**src/rtl/lfsr_pkg.sv**
```systemverilog
// rtl/lfsr_pkg.sv - shared types and constants for the LFSR engine
package lfsr_pkg;

  typedef enum logic [1:0] {
    ST_IDLE = 2'd0,
    ST_RUN  = 2'd1,
    ST_DONE = 2'd2
  } fsm_state_t;

  localparam logic MODE_PRPG = 1'b0;
  localparam logic MODE_MISR = 1'b1;

  // Galois tap masks; bit 0 always set so the msb feeds back into bit 0
  localparam logic [3:0]  POLY4  = 4'h3;
  localparam logic [7:0]  POLY8  = 8'h1D;
  localparam logic [15:0] POLY16 = 16'h0071;
  localparam logic [31:0] POLY32 = 32'h0000_00C5;

  localparam logic [3:0]  SEED4  = 4'hF;
  localparam logic [7:0]  SEED8  = 8'hFF;
  localparam logic [15:0] SEED16 = 16'hFFFF;
  localparam logic [31:0] SEED32 = 32'hFFFF_FFFF;

endpackage

```
**src/rtl/lfsr_next.sv**
```systemverilog
// rtl/lfsr_next.sv - combinational Galois step, reusable by scan/BIST wrappers
module lfsr_next
  import lfsr_pkg::*;
#(
  parameter int              WIDTH = 16,
  parameter logic [WIDTH-1:0] POLY  = POLY16
) (
  input  logic [WIDTH-1:0] state,
  input  logic [WIDTH-1:0] d,
  input  logic             mode,
  output logic [WIDTH-1:0] next_state
);

  logic [WIDTH-1:0] d_eff;
  logic             msb;

  always_comb begin
    d_eff      = (mode == MODE_MISR) ? d : '0;
    msb        = state[WIDTH-1];
    next_state = '0;
    next_state[0] = msb ^ d_eff[0];
    for (int i = 1; i < WIDTH; i++) begin
      next_state[i] = state[i-1] ^ (POLY[i] & msb) ^ d_eff[i];
    end
  end

endmodule

```
**src/rtl/lfsr_engine.sv**
```systemverilog
// rtl/lfsr_engine.sv - PRPG/MISR LFSR with counted-run control
module lfsr_engine
  import lfsr_pkg::*;
#(
  parameter int               WIDTH    = 16,
  parameter logic [WIDTH-1:0] POLY     = POLY16,
  parameter logic [WIDTH-1:0] SEED     = SEED16,
  parameter int               OUT_BITS = 1
) (
  input  logic                clk,
  input  logic                reset,
  input  logic                enable,
  input  logic                mode,
  input  logic                load,
  input  logic [WIDTH-1:0]    seed_in,
  input  logic [WIDTH-1:0]    data_in,
  input  logic                start,
  input  logic [15:0]         cnt_len,
  output logic [OUT_BITS-1:0] out,
  output logic [WIDTH-1:0]    state_out,
  output logic                busy,
  output logic                done,
  output logic                lockup
);

  logic [WIDTH-1:0] state_q;
  logic [WIDTH-1:0] step_val;
  fsm_state_t       fsm_q, fsm_nxt;
  logic [15:0]      cnt_q, cnt_nxt;

  lfsr_next #(
    .WIDTH (WIDTH),
    .POLY  (POLY)
  ) u_next (
    .state      (state_q),
    .d          (data_in),
    .mode       (mode),
    .next_state (step_val)
  );

  assign lockup    = (state_q == '0) && (mode == MODE_PRPG);
  assign state_out = state_q;
  assign busy      = (fsm_q == ST_RUN);
  assign done      = (fsm_q == ST_DONE);

  // A stuck all-zero PRPG register is reseeded by the next enabled step.
  always_ff @(posedge clk) begin
    if (reset) begin
      state_q <= SEED;
      out     <= '0;
    end else begin
      out <= state_q[OUT_BITS-1:0];
      if (load) begin
        state_q <= seed_in;
      end else if (enable) begin
        state_q <= lockup ? SEED : step_val;
      end
    end
  end

  always_ff @(posedge clk) begin
    if (reset) begin
      fsm_q <= ST_IDLE;
      cnt_q <= '0;
    end else begin
      fsm_q <= fsm_nxt;
      cnt_q <= cnt_nxt;
    end
  end

  // A load cycle replaces the state but does not consume a count.
  always_comb begin
    fsm_nxt = fsm_q;
    cnt_nxt = cnt_q;
    case (fsm_q)
      ST_IDLE: begin
        if (start) begin
          cnt_nxt = cnt_len;
          fsm_nxt = (cnt_len != 16'd0) ? ST_RUN : ST_DONE;
        end
      end
      ST_RUN: begin
        if (enable && !load) begin
          cnt_nxt = cnt_q - 16'd1;
          if (cnt_q == 16'd1) fsm_nxt = ST_DONE;
        end
      end
      ST_DONE: fsm_nxt = ST_IDLE;
      default: fsm_nxt = ST_IDLE;
    endcase
  end

endmodule

```
**config.mk**
```make
export PLATFORM = sky130hd
export DESIGN_NAME = lfsr_engine
export DESIGN_NICKNAME = d
export VERILOG_FILES = /design/src/rtl/lfsr_pkg.sv /design/src/rtl/lfsr_next.sv /design/src/rtl/lfsr_engine.sv
export SDC_FILE = /design/constraint.sdc
export NUM_CORES = 1
export LEC_CHECK = 0
export CORE_MARGIN = 3
export CORE_UTILIZATION = 47
export DETAILED_ROUTE_END_ITERATION = 12
export HOLD_SLACK_MARGIN = 0.08
export PLACE_DENSITY = 0.79
export SYNTH_ARGS = -nofsm -noshare
export SYNTH_HDL_FRONTEND = slang
export SYNTH_HIERARCHICAL = 1
export SYNTH_SLANG_ARGS = --single-unit
```
**constraint.sdc**
```tcl
create_clock -name clk -period 2.5 [get_ports clk]
set_clock_uncertainty 0.2 [all_clocks]
set_input_delay 0.75 -clock clk [delete_from_list [all_inputs] [get_ports clk]]
set_output_delay 0.75 -clock clk [all_outputs]
set_load 0.05 [all_outputs]
```
# Word-level counts from Yosys, hierarchy flattened
# Cells that the tools add are included.
[totals] latch_bits=0 n_memories=0 mem_bits_rw=0 reg_bits=35 output_inout_bits=20 wordCells=53 mem_bits_ro=0
[op_classes] magnitude_cmp=0 eq_ne=6 mux=12 n_bitwise=20 shift=0 n_reduce_logical=10 div_mod_pow=0 n_addsub=1 multipliers=0
[ops] operator="two-way mux 16 bit" count=6
[ops] operator="one-hot mux 16 bit (2 select lines)" count=1
[ops] operator="bitwise XOR 1 bit" count=19
[ops] operator="equality test 16 x 1 -> 1 bit, second input constant" count=1
[ops] operator="logical NOT 16 bit" count=1
[ops] operator="nonzero test 16 bit" count=1
[ops] operator="subtractor 16 x 1 -> 16 bit, second input constant" count=1
[ops] operator="two-way mux 2 bit" count=4
[ops] operator="AND reduction 3 bit" count=2
[ops] operator="inequality test 2 x 1 -> 1 bit, second input constant" count=2
[ops] operator="one-hot mux 2 bit (2 select lines)" count=1
[ops] operator="nonzero test 2 bit" count=2
[ops] operator="equality test 2 x 1 -> 1 bit, second input constant" count=1
[ops] operator="equality test 2 bit, second input constant" count=1
[ops] operator="logical AND 1 bit" count=2
[ops] operator="logical NOT 2 bit" count=1
[ops] operator="inequality test 2 bit, second input constant" count=1
[ops] operator="logical NOT 1 bit" count=1
[ops] operator="inverter 1 bit" count=1

# Longest topological paths before layout
# Gate-level depths: netlist of run 1.
[depth] word_depth=5 ltp_mapped=8

# Hierarchy
# The synthesis of run 1 kept the hierarchy.
[by_module_without_submodules] mod="lfsr_engine" instances=1 area_each_um2=2077.0 seq_area_each_um2=700.7 cells_per_inst=231
[by_module_without_submodules] mod="lfsr_next" instances=1 area_each_um2=242.7 seq_area_each_um2=0.0 cells_per_inst=37

# Least setup slack after synthesis of run 1
# OpenSTA, ideal clock, no wires.
[synth_path] path_type="in2out" start="input mode" end="output lockup" setup_slack_ns=-0.147 t_arrival_ns=1.697 path_buffers=0 stages=3 cell_sequence="nor4_1 nand4_1 nor2_1"
[synth_via] elab_chain_cells=2
[synth_rtl] element="start, declared" line_no="lfsr_engine.sv:13" source="input logic mode,"
[synth_rtl] element="inverter 1 bit" line_no="lfsr_engine.sv:41" source="assign lockup = (state_q == '0) && (mode == MODE_PRPG);"
[synth_rtl] element="logical AND 1 bit" line_no="lfsr_engine.sv:41"
[synth_rtl] element="end, declared" line_no="lfsr_engine.sv:23" source="output logic lockup"
# No other way between the ends.

# Worst setup path after layout of run 1
[layout_path] start="register state_q[9], in the netlist state_out[9]" end="output state_out[9]"
[layout_lines] element="start, declared" line_no="lfsr_engine.sv:26" source="logic [WIDTH-1:0] state_q;"
[layout_lines] element="start signal, assigned" line_no="lfsr_engine.sv:54" source="state_q <= seed_in;"
[layout_lines] element="start signal, assigned" line_no="lfsr_engine.sv:56" source="state_q <= lockup ? SEED : step_val;"
[layout_lines] element="end, declared" line_no="lfsr_engine.sv:20" source="output logic [WIDTH-1:0] state_out,"
# No word-level cell between the ends.

==> metrics.txt, run 1 <==
status=finished clean; FF+latch count, synth=35; Iteration-0 DRC Markers=194; FF-to-FF Start=cnt_q[0]$_SDFFE_PP0P_; synth unique cells=55; DR DRC count=0; critical path's top delay family=buffers and inverters; row count=24; routability cong.=0.858; synthesized instance count=268; number of global-route vias before repair=2,205; pin count of the biggest net entering global routing=18; Tightest Pin Transition=0.536 ns; warnings from Yosys=6; slowest CP cell=clkdlybuf4s50_1; Critical Path RT=1.55 ns; H-tree lvl count=2; initial antenna violation count=0; die area=5810 um2; Hold Path Class=reg -> reg; global-route wire length before repair=10,800 um; clk sink count=35; final core occ=72.3%; HPWL after detailed placement=4910 um; Buf/Inv on CP=1; P_leak=1.26 nW; Synth Net Count=324; Fmax=409 MHz; launch point of the worst path=state_out[9]$_SDFFE_PP1P_; routed length per instance=15.6 um; core box area=4560 um2; sequential-to-total area share from yosys stat=30.2%; non-filler cells, final=413; Num CTS Buffers=5; nets=404; Synth Cell Area=2320 um2; Critical Path Sink Type=output port; Sequential Power Share=37.7%; final hold violations=0; Synth Flop Type=dfxtp_1; Final WS setup=0.0565 ns; via count=2,350; clock power share=21.4%; EDFF count, synth=0; worst endpoint data arrival time=1.49 ns; synthesis-to-finish area growth=42.2%; Top Ports=74; Skew-Pair Late Insertion Delay=0.28 ns; drt first pass iters=4; total gr overflow=0; Placed Cells=406; chip width=76.3 um; share of post-route cells with drive strength above 1=22.4%; Final Critical Period=2.44 ns; ant diodes=0; combinational fraction of design power=40.9%; worst rel slew slack=63.9%; clk root buf=clkbuf_8; port bufs=73; Detail Route Antenna Nets=0; Final Cycle Share=97.7%; vias per cell=5.69; commonest non-fill, non-tap cell in the layout=clkdlybuf4s50_1; post-CTS setup buffers=0; Worst Setup Path Type=reg -> out; hold slack=0.310 ns; TritonCTS clock tree=done; die boundary height=76.3 um; switching pwr=0.692 mW; max cap viols=0; Worst path max stage delay=0.82 ns; PD cells=579 nW/um2; unrepaired setup endpoints after global routing=false; Clock Path Buffers=2; cell-internal power=1.22 mW; Power Total=1.91 mW; FFs w/ async S/R, synth=0%; Cell Chain, Critical Path=clkdlybuf4s50_1; gr usage total=22.4%; Final Setup Violations=0; CTS clock-pin slew for the worst setup and hold paths=0.07 ns; Syn Area/Cell=8.66 um2; initial cell density of the core=50.8%; CP Launch Type=flip-flop; Final Max Slew Viols=0; CP max FO=4; worst vdd ir=0.405 mV; commonest cells after routing, fill and taps aside=clkdlybuf4s50_1 (54), nand2_1 (42), dfxtp_1 (34), buf_4 (33), mux2i_1 (18); final WL=6440 um; dpl ws=-0.326 ns; hold path start=cnt_q[1]$_SDFFE_PP0P_; switching part of the total=36.2%
==> worst register-to-register path: stages, from the launching register on <==
cell      delay, ns
dfxtp_1        0.35
inv_1          0.10
ha_1           0.20
or3b_2         0.55
o41ai_2        0.38
a21oi_1        0.12
a211oi_2       0.18
==> routing by layer <==
layer / vias to the layer above / global-route usage (%) / wire length (um)
met5: - / 0 / 0
met2: 99 / 34.4 / 2950
li1: 1150 / - / -
met4: 0 / 7.61 / 130
met3: 17 / 5.08 / 490
met1: 1084 / 30.9 / 2870
==> final cells by class <==
class / count / area [um2]
clock buffers: 6 / 82.6
clock inverters: 1 / 5.00
fillers: 363 / 1270
inverters: 4 / 15.0
multi-input cells: 209 / 1520
flip-flops and latches: 35 / 702
well taps: 65 / 81.3
repair buffers: 93 / 892
==> final timing paths <==
check        slack [ns]  cells past startpoint                     end
max                0.06                      1            state_out[9]
min                0.31                      2   cnt_q[1]$_SDFFE_PP0P_
max reg2reg        0.34                      6  cnt_q[14]$_SDFFE_PP0P_
min reg2reg        0.31                      2   cnt_q[1]$_SDFFE_PP0P_
==> kinds of logic after synthesis <==
group                      after synthesis  synth area share, %
muxes                                   34                 15.5
DFF                                     35                 30.2
AOI/OAI and AO/OA                       54                 17.2
xor gates and xnor gates                19                 7.17
buffers and inverters                   24                 5.66
and+or+nand+nor                        100                 23.2
adders and majority gates                2                 1.08
==> Yosys cell counts (3+ instances only) <==
library cell	n	area (um2)
clkbuf_1	4	15.0
dfxtp_1	35	701
o22ai_1	4	25.0
and4_1	3	26.3
mux2_2	16	180
nand4_1	3	18.8
buf_2	7	35.0
nand3_1	3	15.0
xnor2_1	16	140
nand2_1	42	158
nor4_1	10	62.6
mux2i_1	18	180
o31a_1	3	26.3
o21ai_0	4	20.0
xor2_1	3	26.3
nor2b_1	4	25.0
nor2_1	10	37.5
inv_1	4	15.0
a21oi_1	14	70.1
a211oi_1	4	30.0
buf_6	3	33.8
a22oi_1	4	30.0
nor3_1	8	40.0
==> through the flow <==
stage	setup TNS [ns]	area, um2
global placement	-0.787	3180
floorplan	0	2320
finish	0	3300
detailed placement	-1.04	3180
global route	0	3300
CTS	-0.00197	3290
==> power groups by stage <==
stage | Combinational, mW | Sequential (mW) | Clock [mW]
floorplan | 0.464 | 0.766 | 0
global placement | 0.763 | 0.722 | 0
detailed placement | 0.771 | 0.725 | 0
CTS | 0.776 | 0.716 | 0.422
global route | 0.842 | 0.732 | 0.440
finish | 0.782 | 0.720 | 0.409
==> flip-flops by register name (all words and copies together), names as in the netlist <==
name,count
state_out,16
fsm_q,2
cnt_q,16
out,1
==> what timing repair did <==
item	CTS	global route
pin swaps	3	4
resized for setup	8	3
hold buffers	0	0
endpoints found under the setup margin	1	2
hold endpoints to repair	0	0
(Power assumes the default switching activity.)
==> run 2, diff against run 1 <==
Settings changed: CAP_MARGIN set to 20, CORE_MARGIN 3 to 2.
==> run 2 against run 1 <==
Net effect:
- maximum frequency up 1.0%
- core utilization down 2.5 points
- count of clock-buffer cells in the layout unchanged
- via count up 1.5%
- first-iteration DRC count down 28%
- final area up 0.57%
- global-route usage up 3.5 points
- total power up 1.8%
- worst setup slack better by 0.025 ns
- flip-flop and latch count unchanged
- non-clock buffer count up 4
- clock power up 5.1%
- critical path type unchanged
- largest cell class unchanged
- largest power group unchanged
==> metrics.txt, run 2 (synthesis gave the netlist of run 1 again) <==
Clock Path Buffers=2 (unchanged); unrepaired setup endpoints after global routing=false; combinational fraction of design power=40.8% (about the same); nets=408 (+0.99%); clock power share=22.1% (+0.7 points); vias per cell=5.69 (about the same); CP Launch Type=flip-flop; Fmax=413 MHz (+1.0%); Hold Path Class=reg -> reg; port bufs=73 (unchanged); share of post-route cells with drive strength above 1=24.1% (+1.7 points); chip width=74.3 um (-2.6%); routability cong.=0.955 (+11%); ant diodes=0 (unchanged); synthesis-to-finish area growth=43.0%; global-route wire length before repair=11,000 um (+2.4%); PD cells=586 nW/um2 (+1.2%); non-filler cells, final=419 (+1.5%); Worst R2R Setup Slack=0.30 ns (-0.04 ns); r2r endpoint=cnt_q[14]$_SDFFE_PP0P_; M1 wire length=2750 um (-4.1%); via count=2,386 (+1.5%); Detail Route Antenna Nets=0 (unchanged); Final Setup Violations=0 (unchanged); setup_tns=0 ns (unchanged); Critical Path RT=1.55 ns (about the same); Critical Path Sink=lockup; Num CTS Buffers=5 (unchanged); Worst Setup Path Type=reg -> out; clk root buf=clkbuf_8; cell-internal power=1.22 mW (+0.30%); hold slack=0.330 ns (+0.0202 ns); switching pwr=0.722 mW (+4.4%); final core occ=69.8% (-2.5 points); Top Metal Used=met4; H-tree lvl count=2 (unchanged); pin count of the biggest net entering global routing=17 (-1); Final Critical Period=2.42 ns (-0.0247 ns); initial cell density of the core=48.8% (-2.0 points); Final Max Slew Viols=0 (unchanged); worst rel slew slack=58.3% (-5.6 points); core box area=4750 um2 (+4.2%); launch point of the worst path=state_out[15]$_SDFFE_PP1P_; Iteration-0 DRC Markers=140 (-28%); TritonCTS clock tree=done; Sequential Power Share=37.1% (-0.6 points); drt first pass iters=4 (unchanged); final hold violations=0 (unchanged); die boundary height=74.3 um (-2.6%); CTS Hold Bufs=0 (unchanged); met3 WL=678 um (+38%); Top Ports=74 (unchanged); Placed Cells=411 (+1.2%); row count=25 (+4.2%); FF-to-FF Start=cnt_q[0]$_SDFFE_PP0P_; Tightest Pin Transition=0.619 ns (+0.0830 ns); P_leak=1.27 nW (+0.77%); cells on worst reg2reg path=6 (unchanged); total gr overflow=0 (unchanged); commonest cells after routing, fill and taps aside=clkdlybuf4s50_1 (53), nand2_1 (42), buf_4 (40), dfxtp_1 (34), mux2i_1 (18); HPWL after detailed placement=5000 um (+1.9%); clk sink count=35 (unchanged); dpl ws=-0.277 ns (+0.0490 ns); die area=5510 um2 (-5.2%); routed length per instance=16.2 um (+4.1%); worst endpoint data arrival time=1.47 ns (-0.02 ns); CP max FO=2 (-2); routed wl met2=3250 um (+10%); Final Cycle Share=96.8% (-0.99 points); status=finished clean; final WL=6790 um (+5.6%); Critical Path Sink Type=output port; Skew-Pair Late Insertion Delay=0.29 ns (about the same); max cap viols=0 (unchanged); commonest non-fill, non-tap cell in the layout=clkdlybuf4s50_1; gr usage total=25.9% (+3.5 points); initial antenna violation count=0 (unchanged); switching part of the total=37.1% (+0.93 points); Final WS setup=0.0812 ns (+0.0247 ns); CTS clock-pin slew for the worst setup and hold paths=0.07 ns (about the same); worst vdd ir=0.332 mV (-18%); DR DRC count=0 (unchanged); number of global-route vias before repair=2,344 (+6.3%)
[run 2: cell types whose count changed in the layout (fill, tap and decap cells not counted)]
| cell | change |
|---|---|
| clkdlybuf4s50_1 | -1 |
| dlymetal6s2s_1 | -1 |
| nor4_1 | -1 |
| buf_12 | -1 |
| buf_4 | +7 |
| nor4_2 | +1 |
[run 2: repair_timing]
item | 4_1_cts | 5_1_grt
endpoints found under the hold margin | 0 | 0
buffers inserted | 1 | 0
pin swaps | 3 | 4
endpoints found under the setup margin | 1 | 1
gates resized for setup | 6 | 6
[run 2: worst min path at each step]
stage	from	endpoint	slack [ns]	depth (start not counted)
4_1_cts	cnt_q[11]$_SDFFE_PP0P_	cnt_q[11]$_SDFFE_PP0P_	0.33	2
2_1_floorplan	cnt_q[1]$_SDFFE_PP0P_	cnt_q[1]$_SDFFE_PP0P_	0.27	2
6_report	cnt_q[1]$_SDFFE_PP0P_	cnt_q[1]$_SDFFE_PP0P_	0.33	2
3_5_place_dp	cnt_q[1]$_SDFFE_PP0P_	cnt_q[1]$_SDFFE_PP0P_	0.31	2
3_3_place_gp	cnt_q[1]$_SDFFE_PP0P_	cnt_q[1]$_SDFFE_PP0P_	0.30	2
5_1_grt	cnt_q[11]$_SDFFE_PP0P_	cnt_q[11]$_SDFFE_PP0P_	0.36	2
[run 2: power by group through the flow]
stage | logic, mW | registers (mW) | clock network, mW
floorplan | 0.464 | 0.766 | 0
global placement | 0.770 | 0.719 | 0
detailed placement | 0.782 | 0.722 | 0
CTS | 0.786 | 0.714 | 0.433
global route | 0.855 | 0.731 | 0.451
finish | 0.793 | 0.722 | 0.430
[run 2: cell type report]
class / count / area [um2]
inverters: 4 / 15.0
multi-input cells: 209 / 1530
flip-flops and latches: 35 / 702
well taps: 67 / 83.8
clock inverters: 1 / 5.00
clock buffers: 6 / 82.6
fillers: 402 / 1440
repair buffers: 97 / 902
[run 2: critical path, cell delays in order, from the launching register on]
cell and delay [ns]:
dfxtp_1 0.34, nor4_4 0.32, nand4_1 0.19, nor2_2 0.17, buf_12 0.15
[run 2: layer usage]
metal | track usage, % | up-vias
li1 | - | 1155
met1 | 31.3 | 1096
met2 | 43.9 | 124
met3 | 8.67 | 11
met4 | 7.74 | 0
met5 | 0 | -
[run 2: stage by stage]
| stage | cell area (um2) | power, mW |
|---|---|---|
| CTS | 3290 | 1.93 |
| floorplan | 2320 | 1.23 |
| global placement | 3180 | 1.49 |
| finish | 3320 | 1.94 |
| detailed placement | 3180 | 1.50 |
| global route | 3320 | 2.04 |
==> run 3, diff against run 2 <==
Settings changed: TNS_END_PERCENT set to 5.
==> results of run 3 <==
No change in the layout: final DEF, timing and power equal those of run 2.
